$ cat src/rtl/cache_mem_ctrl.sv
// Key/value cache controller: keeps slot keys and valid bits locally and drives
// an external value register bank through one-hot write strobes and read selects.
module cache_mem_ctrl #(
  parameter int NUM_ENTRIES = 8,
  parameter int KEY_W       = 16,
  parameter int VAL_W       = 32
) (
  input  logic                               clk,
  input  logic                               rst_n,
  input  logic                               req_valid,
  output logic                               req_ready,
  input  logic [1:0]                         req_op,
  input  logic [KEY_W-1:0]                   req_key,
  input  logic [VAL_W-1:0]                   req_value,
  output logic                               resp_valid,
  input  logic                               resp_ready,
  output logic                               resp_hit,
  output logic                               resp_err,
  output logic [VAL_W-1:0]                   resp_value,
  output logic [NUM_ENTRIES-1:0]             mem_write,
  output logic [NUM_ENTRIES-1:0]             mem_select,
  output logic [VAL_W-1:0]                   mem_wdata,
  input  logic [VAL_W-1:0]                   mem_rdata,
  output logic [$clog2(NUM_ENTRIES+1)-1:0]   occupancy
);

  localparam int IDX_W = (NUM_ENTRIES > 1) ? $clog2(NUM_ENTRIES) : 1;
  localparam int OCC_W = $clog2(NUM_ENTRIES + 1);

  typedef enum logic [2:0] {IDLE, LOOKUP, READ, WRITE, RESP} state_t;
  typedef enum logic [1:0] {OP_GET = 2'b00, OP_PUT = 2'b01, OP_DEL = 2'b10, OP_RSV = 2'b11} op_t;

  state_t                 state, state_n;
  op_t                    op_q;
  logic [KEY_W-1:0]       key_q;
  logic [VAL_W-1:0]       val_q;
  logic [NUM_ENTRIES-1:0] valid_q;
  logic [KEY_W-1:0]       keys_q [NUM_ENTRIES];
  logic [IDX_W-1:0]       tgt_idx;
  logic                   tgt_new;

  logic                   hit, free_avail;
  logic [IDX_W-1:0]       hit_idx, free_idx;
  logic [OCC_W-1:0]       occ;
  logic [NUM_ENTRIES-1:0] tgt_onehot;

  // Descending scan so the last assignment wins with the lowest matching slot.
  always_comb begin
    hit        = 1'b0;
    hit_idx    = '0;
    free_avail = 1'b0;
    free_idx   = '0;
    for (int i = NUM_ENTRIES - 1; i >= 0; i--) begin
      if (valid_q[i] && keys_q[i] == key_q) begin
        hit     = 1'b1;
        hit_idx = IDX_W'(i);
      end
      if (!valid_q[i]) begin
        free_avail = 1'b1;
        free_idx   = IDX_W'(i);
      end
    end
  end

  always_comb begin
    occ = '0;
    for (int i = 0; i < NUM_ENTRIES; i++) occ = occ + OCC_W'(valid_q[i]);
  end

  // NOTE: every signal driven in always_comb gets a default first so no path
  // leaves it unassigned, which would otherwise infer a latch.
  always_comb begin
    state_n = state;
    case (state)
      IDLE:   if (req_valid) state_n = LOOKUP;
      LOOKUP: begin
        case (op_q)
          OP_GET:  state_n = hit ? READ : RESP;
          OP_PUT:  state_n = (hit || free_avail) ? WRITE : RESP;
          default: state_n = RESP;
        endcase
      end
      READ:   state_n = RESP;
      WRITE:  state_n = RESP;
      RESP:   if (resp_ready) state_n = IDLE;
      default: state_n = IDLE;
    endcase
  end

  assign tgt_onehot = NUM_ENTRIES'(1) << tgt_idx;
  assign req_ready  = (state == IDLE);
  assign resp_valid = rst_n && (state == RESP);
  assign mem_select = (rst_n && state == READ)  ? tgt_onehot : '0;
  assign mem_write  = (rst_n && state == WRITE) ? tgt_onehot : '0;
  assign mem_wdata  = val_q;
  assign occupancy  = occ;

  // NOTE: sequential state uses non-blocking assignments so every register
  // samples the pre-edge values, independent of statement order.
  always_ff @(posedge clk) begin
    if (!rst_n) begin
      state      <= IDLE;
      op_q       <= OP_GET;
      key_q      <= '0;
      val_q      <= '0;
      valid_q    <= '0;
      tgt_idx    <= '0;
      tgt_new    <= 1'b0;
      resp_hit   <= 1'b0;
      resp_err   <= 1'b0;
      resp_value <= '0;
    end else begin
      state <= state_n;
      case (state)
        IDLE: if (req_valid) begin
          op_q  <= op_t'(req_op);
          key_q <= req_key;
          val_q <= req_value;
        end
        LOOKUP: begin
          resp_hit   <= 1'b0;
          resp_err   <= 1'b0;
          resp_value <= '0;
          tgt_new    <= 1'b0;
          case (op_q)
            OP_GET: begin
              resp_hit <= hit;
              tgt_idx  <= hit_idx;
            end
            OP_PUT: begin
              if (hit) begin
                resp_hit <= 1'b1;
                tgt_idx  <= hit_idx;
              end else if (free_avail) begin
                tgt_idx <= free_idx;
                tgt_new <= 1'b1;
              end else begin
                resp_err <= 1'b1;
              end
            end
            OP_DEL: begin
              resp_hit <= hit;
              if (hit) valid_q[hit_idx] <= 1'b0;
            end
            default: resp_err <= 1'b1;
          endcase
        end
        READ:  resp_value <= mem_rdata;
        WRITE: if (tgt_new) valid_q[tgt_idx] <= 1'b1;
        default: ;
      endcase
    end
  end

  // NOTE: the key array has no reset; valid bits gate every match, so stale
  // keys are never observed and the storage stays plain flops.
  always_ff @(posedge clk) begin
    if (rst_n && state == WRITE && tgt_new) keys_q[tgt_idx] <= key_q;
  end

endmodule

$ cat config.mk
export PLATFORM = sky130hd
export DESIGN_NAME = cache_mem_ctrl
export DESIGN_NICKNAME = d
export VERILOG_FILES = /design/src/rtl/cache_mem_ctrl.sv
export SDC_FILE = /design/constraint.sdc
export NUM_CORES = 1
export LEC_CHECK = 0
export CAP_MARGIN = 20
export CORE_UTILIZATION = 50
export DETAILED_ROUTE_END_ITERATION = 10
export PLACE_DENSITY = 0.74
export SLEW_MARGIN = 5
export SYNTH_ARGS = -nofsm -noshare
export SYNTH_HDL_FRONTEND = slang
export SYNTH_SLANG_ARGS = --single-unit
$ cat constraint.sdc
create_clock -name clk -period 7.1 [get_ports clk]
set_input_delay 2.13 -clock clk [delete_from_list [all_inputs] [get_ports clk]]
set_output_delay 2.13 -clock clk [all_outputs]
set_load 0.02 [all_outputs]
==> metrics.cfg <==
[sta]
holdWs_ns=0.452
max-slew-margin-rel_pct=34.1
setup_viol=0
max_freq_mhz=153
final.setup.tns_ns=0
finalHoldViolations=0
final.setup_skew_ns=0.0125
rsz0062_at_grt=no
period_share_pct=91.9
maxSlewViolCount=0
fin_crit_ns=6.52
worst_pin_slew_ns=0.986

[synth]
synth_ff_type=edfxtp_1
ys_types=53
ys_seq_elements=227
syn_avg_cell_area_um2=11.3
ys_seq_area_share_pct=59.3
synth-warning-count=0
synth_top_area_share_pct=39.2
synth_area_leader_cell=edfxtp_1
synth-edff-count=128
syn-instance-count=865
synthArstFlopShare_pct=0
synth_area_leaders=edfxtp_1, dfxtp_1, xnor2_1
syn_area_mm2=0.00982
syn_nets=958

[routing]
wire_per_inst_um=18.2
drt_iter0_drc=563
drc=0
via_per_inst=5.49
routed_wl_um=23900
antenna_left=0
dr.pass1.iters=5
num_vias=7219

[placed_design]
gp_congestion=0.925
place.port_buffers=173
hpwl_um=16100

[run_status]
status=finished, final reports clean

[global_route]
grt_max_degree=55
grt.overflow.total=0
grt_pass1_wl_um=37000
grt_pass1_vias=6803
track_usage_pct=23.7
antenna_found_initial=0

[worst_hold_path]
hp-class=reg -> reg
whs_path_depth=2

[floorplanning]
die-height_um=142
die_area_mm2=0.0202
io_pins=174
initial_core_util_pct=51.8
rows=50
coreArea_mm2=0.0190
die_w_um=142

[clock_network]
cts_num_sinks=227
cts_max_level=1
clkTransAtPathRegs_ns=0.05
post-cts-setup-buffers=0
cts_root_buf=clkbuf_16
cts-hold-fix-buffers=0
clock_latency_ns=0.51
cts_resized=0
cts_buffers=24
clock_path_buffers=3
cts_tree=yes

[setup_path]
worstRegToRegCells=6
worst-path-max-fanout=7
cp-end-kind=output pin
critPathKind=in -> out
crit_arrival_ns=4.39
required_ns=4.97
setup.worst_path.start_class=input port

[layout]
final_common_cell=clkdlybuf4s50_1
final_cell_mix=clkdlybuf4s50_1, edfxtp_1, nand2_1, xnor2_1, dfxtp_1
multiInputGateArea_mm2=0.00372
nFillCells=1492
utilization_pct=66.4
antennaDiodeCount=0
area_delta_synth_final_pct=28.2
seqCellArea_mm2=0.00583
drive_gt1_share_pct=7.21
nNetsFinal=1129

[pwr]
power.density_mw_per_mm2=232
p_leak_uw=0.00419
vdd_drop_max_uv=198

[flow_run]
max_cap_viol_count=0

[synthesized netlist by cell type (all sizes together) (2+ instances only)]
| cell | number |
|---|---|
| a22o | 31 |
| and2 | 9 |
| a21oi | 70 |
| nor2 | 20 |
| nand2 | 127 |
| o21ai | 6 |
| ha | 3 |
| nor3b | 8 |
| and3 | 4 |
| dfxtp | 99 |
| nor3 | 15 |
| clkbuf | 40 |
| nor2b | 4 |
| inv | 13 |
| a31oi | 9 |
| or3 | 3 |
| nand4 | 45 |
| or2 | 7 |
| a21boi | 2 |
| or4b | 5 |
| and4 | 6 |
| a21o | 2 |
| xor2 | 28 |
| xnor2 | 102 |
| fa | 4 |
| nor4bb | 2 |
| or4 | 10 |
| nand3 | 18 |
| nand2b | 7 |
| o31ai | 2 |
| edfxtp | 128 |
| nor4 | 5 |
| buf | 11 |
| o22a | 2 |
| a211oi | 4 |
[cells by family (layout without fill, tap and decap cells)]
family	count (synthesis)	after routing	share of synthesized area, %
fa+ha+maj	7	7	1.20
mux	1	1	0.102
xor+xnor	130	130	11.6
buf+inv	64	253	3.00
flops	227	227	59.3
simple gates	296	296	15.4
compound gates	140	140	9.39
[report_power, final]
part           total, µW  switching, µW  internal, µW
Clock               1180            490           689
Combinational        296            159           137
Sequential          1450           32.1          1420
Total               2920            682          2240
[sequential cells by signal, summed over array words and instances, names as in the netlist]
signal and count:
keys_q 128, mem_wdata 32, resp_value 32, key_q 16, valid_q 8, state 3, tgt_idx 3, op_q 2
resp_err 1, resp_hit 1, tgt_new 1
[layout make-up]
class / count / share of cell area [%]
Sequential cell: 227 / 46.3
Multi-Input combinational cell: 574 / 29.6
Timing Repair Buffer: 196 / 15.2
Clock buffer: 31 / 5.23
Tap cell: 260 / 2.59
Clock inverter: 13 / 0.696
Inverter: 13 / 0.388
[worst paths after layout]
check	from	endpoint	slack (ns)
worst max register to register	key_q[0]$_SDFFE_PN0P_	valid_q[6]$_SDFFE_PN0P_	3.75
worst min register to register	mem_wdata[25]$_SDFFE_PN0P_	mem_wdata[25]$_SDFFE_PN0P_	0.45
worst max-delay path	rst_n	mem_write[3]	0.58
worst min-delay path	mem_wdata[25]$_SDFFE_PN0P_	mem_wdata[25]$_SDFFE_PN0P_	0.45
[metrics by stage]
step	power, µW	setup slack (ns)	instance area, µm²	instances
floorplan	1630	1.67	9820	865
global placement	1760	0.773	11800	1269
detailed placement	1770	0.659	11800	1269
CTS	2940	0.638	12600	1313
global route	3020	0.491	12600	1314
finish	2920	0.578	12600	1314
[layer usage]
metal | global-route usage [%] | wire length (µm)
met3 | 4.10 | 1690
met1 | 32.8 | 10600
met5 | 0 | 0
met2 | 39.0 | 11300
met4 | 5.15 | 308
[critical path, cell delays in order]
cell and delay, ns:
clkdlybuf4s50_1 0.58, and3_1 0.34, nand2_1 0.20, nor3b_1 0.43, clkdlybuf4s50_1 0.70
Power figures use the tool's default switching activity.
==> variant, RTL diff (same settings) <==
Change the parameter `VAL_W` from 32 to 40.
--- a/src/rtl/cache_mem_ctrl.sv
+++ b/src/rtl/cache_mem_ctrl.sv
@@ -4,5 +4,5 @@
   parameter int NUM_ENTRIES = 8,
   parameter int KEY_W       = 16,
-  parameter int VAL_W       = 32
+  parameter int VAL_W       = 40
 ) (
   input  logic                               clk,
Ports: changed (resized mem_rdata, mem_wdata, req_value and resp_value); port bits go from 174 to 206. The function was not compared with the original's and may differ.
==> variant against the original RTL <==
- sequential power is 7% higher
- clock skew is 2.5 ps lower
- sequential cell count rose by 16
- wire length increased by 11%
- maximum frequency rose by 7.2%
- final area grew 9.9%
- area after synthesis rose by 8.5%
- power increased by 8.3%
- setup slack gained 440 ps
- die area grew 8.4%
- register-to-register slack got worse by 160 ps
- critical endpoint is now occupancy[2]
==> variant: results (changes against the original RTL) <==
outcome: "finished clean"  # unchanged
vdd_drop_max_v: 0.000176  # was 0.000198 V
path_max_fanout: 8  # was 7
finalNetCount: 1236  # was 1129
drtPass1Iterations: 6  # was 5
p_seq_mw: 1.55  # was 1.45 mW
synth-xor-area-share_pct: 10.8  # was 11.6%
grt_max_degree: 80  # was 55
cts_buffers: 26  # was 24
hold_ws_ps: 452  # about the same
power_frac_comb_pct: 9.8  # was 10.1%
synthDistinctLibCells: 69  # was 53
fin_crit_ps: 6080  # was 6520 ps
hold_end: "mem_wdata[32]"  # was mem_wdata[25]
fin_total_pwr_mw: 3.17  # was 2.92 mW
regToRegStartpoint: "key_q[14]"  # was key_q[0]
post-place-ws_ps: 1110  # was 659 ps
dr.first_iter.drc_count: 527  # was 563
crit_start: "valid_q[1]"  # was rst_n
fin_skew_ps: 10.1  # was 12.5 ps
r2r_slack_ps: 3590  # was 3750 ps
grtUsageTotal_pct: 23.9  # was 23.7%
synth_top_cells_by_count: "147 x nand2_1, 128 x edfxtp_1, 115 x dfxtp_1"  # was 128 x edfxtp_1, 127 x nand2_1, 102 x xnor2_1
p_leak_nw: 4.70  # was 4.19 nW
yosysSeqAreaShare_pct: 57.7  # was 59.3%
==> variant: per-layer routing <==
metal	share of wire [%]	GRT usage, %
met1	45	33.4
met2	47	37.9
met3	5.6	4.07
met4	2.8	7.84
met5	0	0
==> variant: logic make-up after synthesis <==
logic type / after synthesis
AO/OA/AOI/OAI: 161
XOR/XNOR: 131
adder cells (fa/ha/maj): 7
buffers and inverters: 65
flip-flops: 243
AND/OR/NAND/NOR: 317
==> variant: final cells by class <==
class / count / area, um^2 / share of cell area, %
repair buffers: 229 / 2260 / 16.3
clock inverters: 15 / 130 / 0.941
well taps: 275 / 344 / 2.49
inverters: 11 / 41.3 / 0.299
multi-input cells: 616 / 4210 / 30.4
flip-flops and latches: 243 / 6150 / 44.4
clock buffers: 33 / 701 / 5.07
==> variant: worst max-delay path, stage by stage (launching register included) <==
cell and delay (ps):
dfxtp_1 520, fa_1 500, inv_1 90, fa_1 440
fa_1 500, inv_1 40, ha_1 200, fa_1 380
xor2_1 150, clkdlybuf4s50_1 620
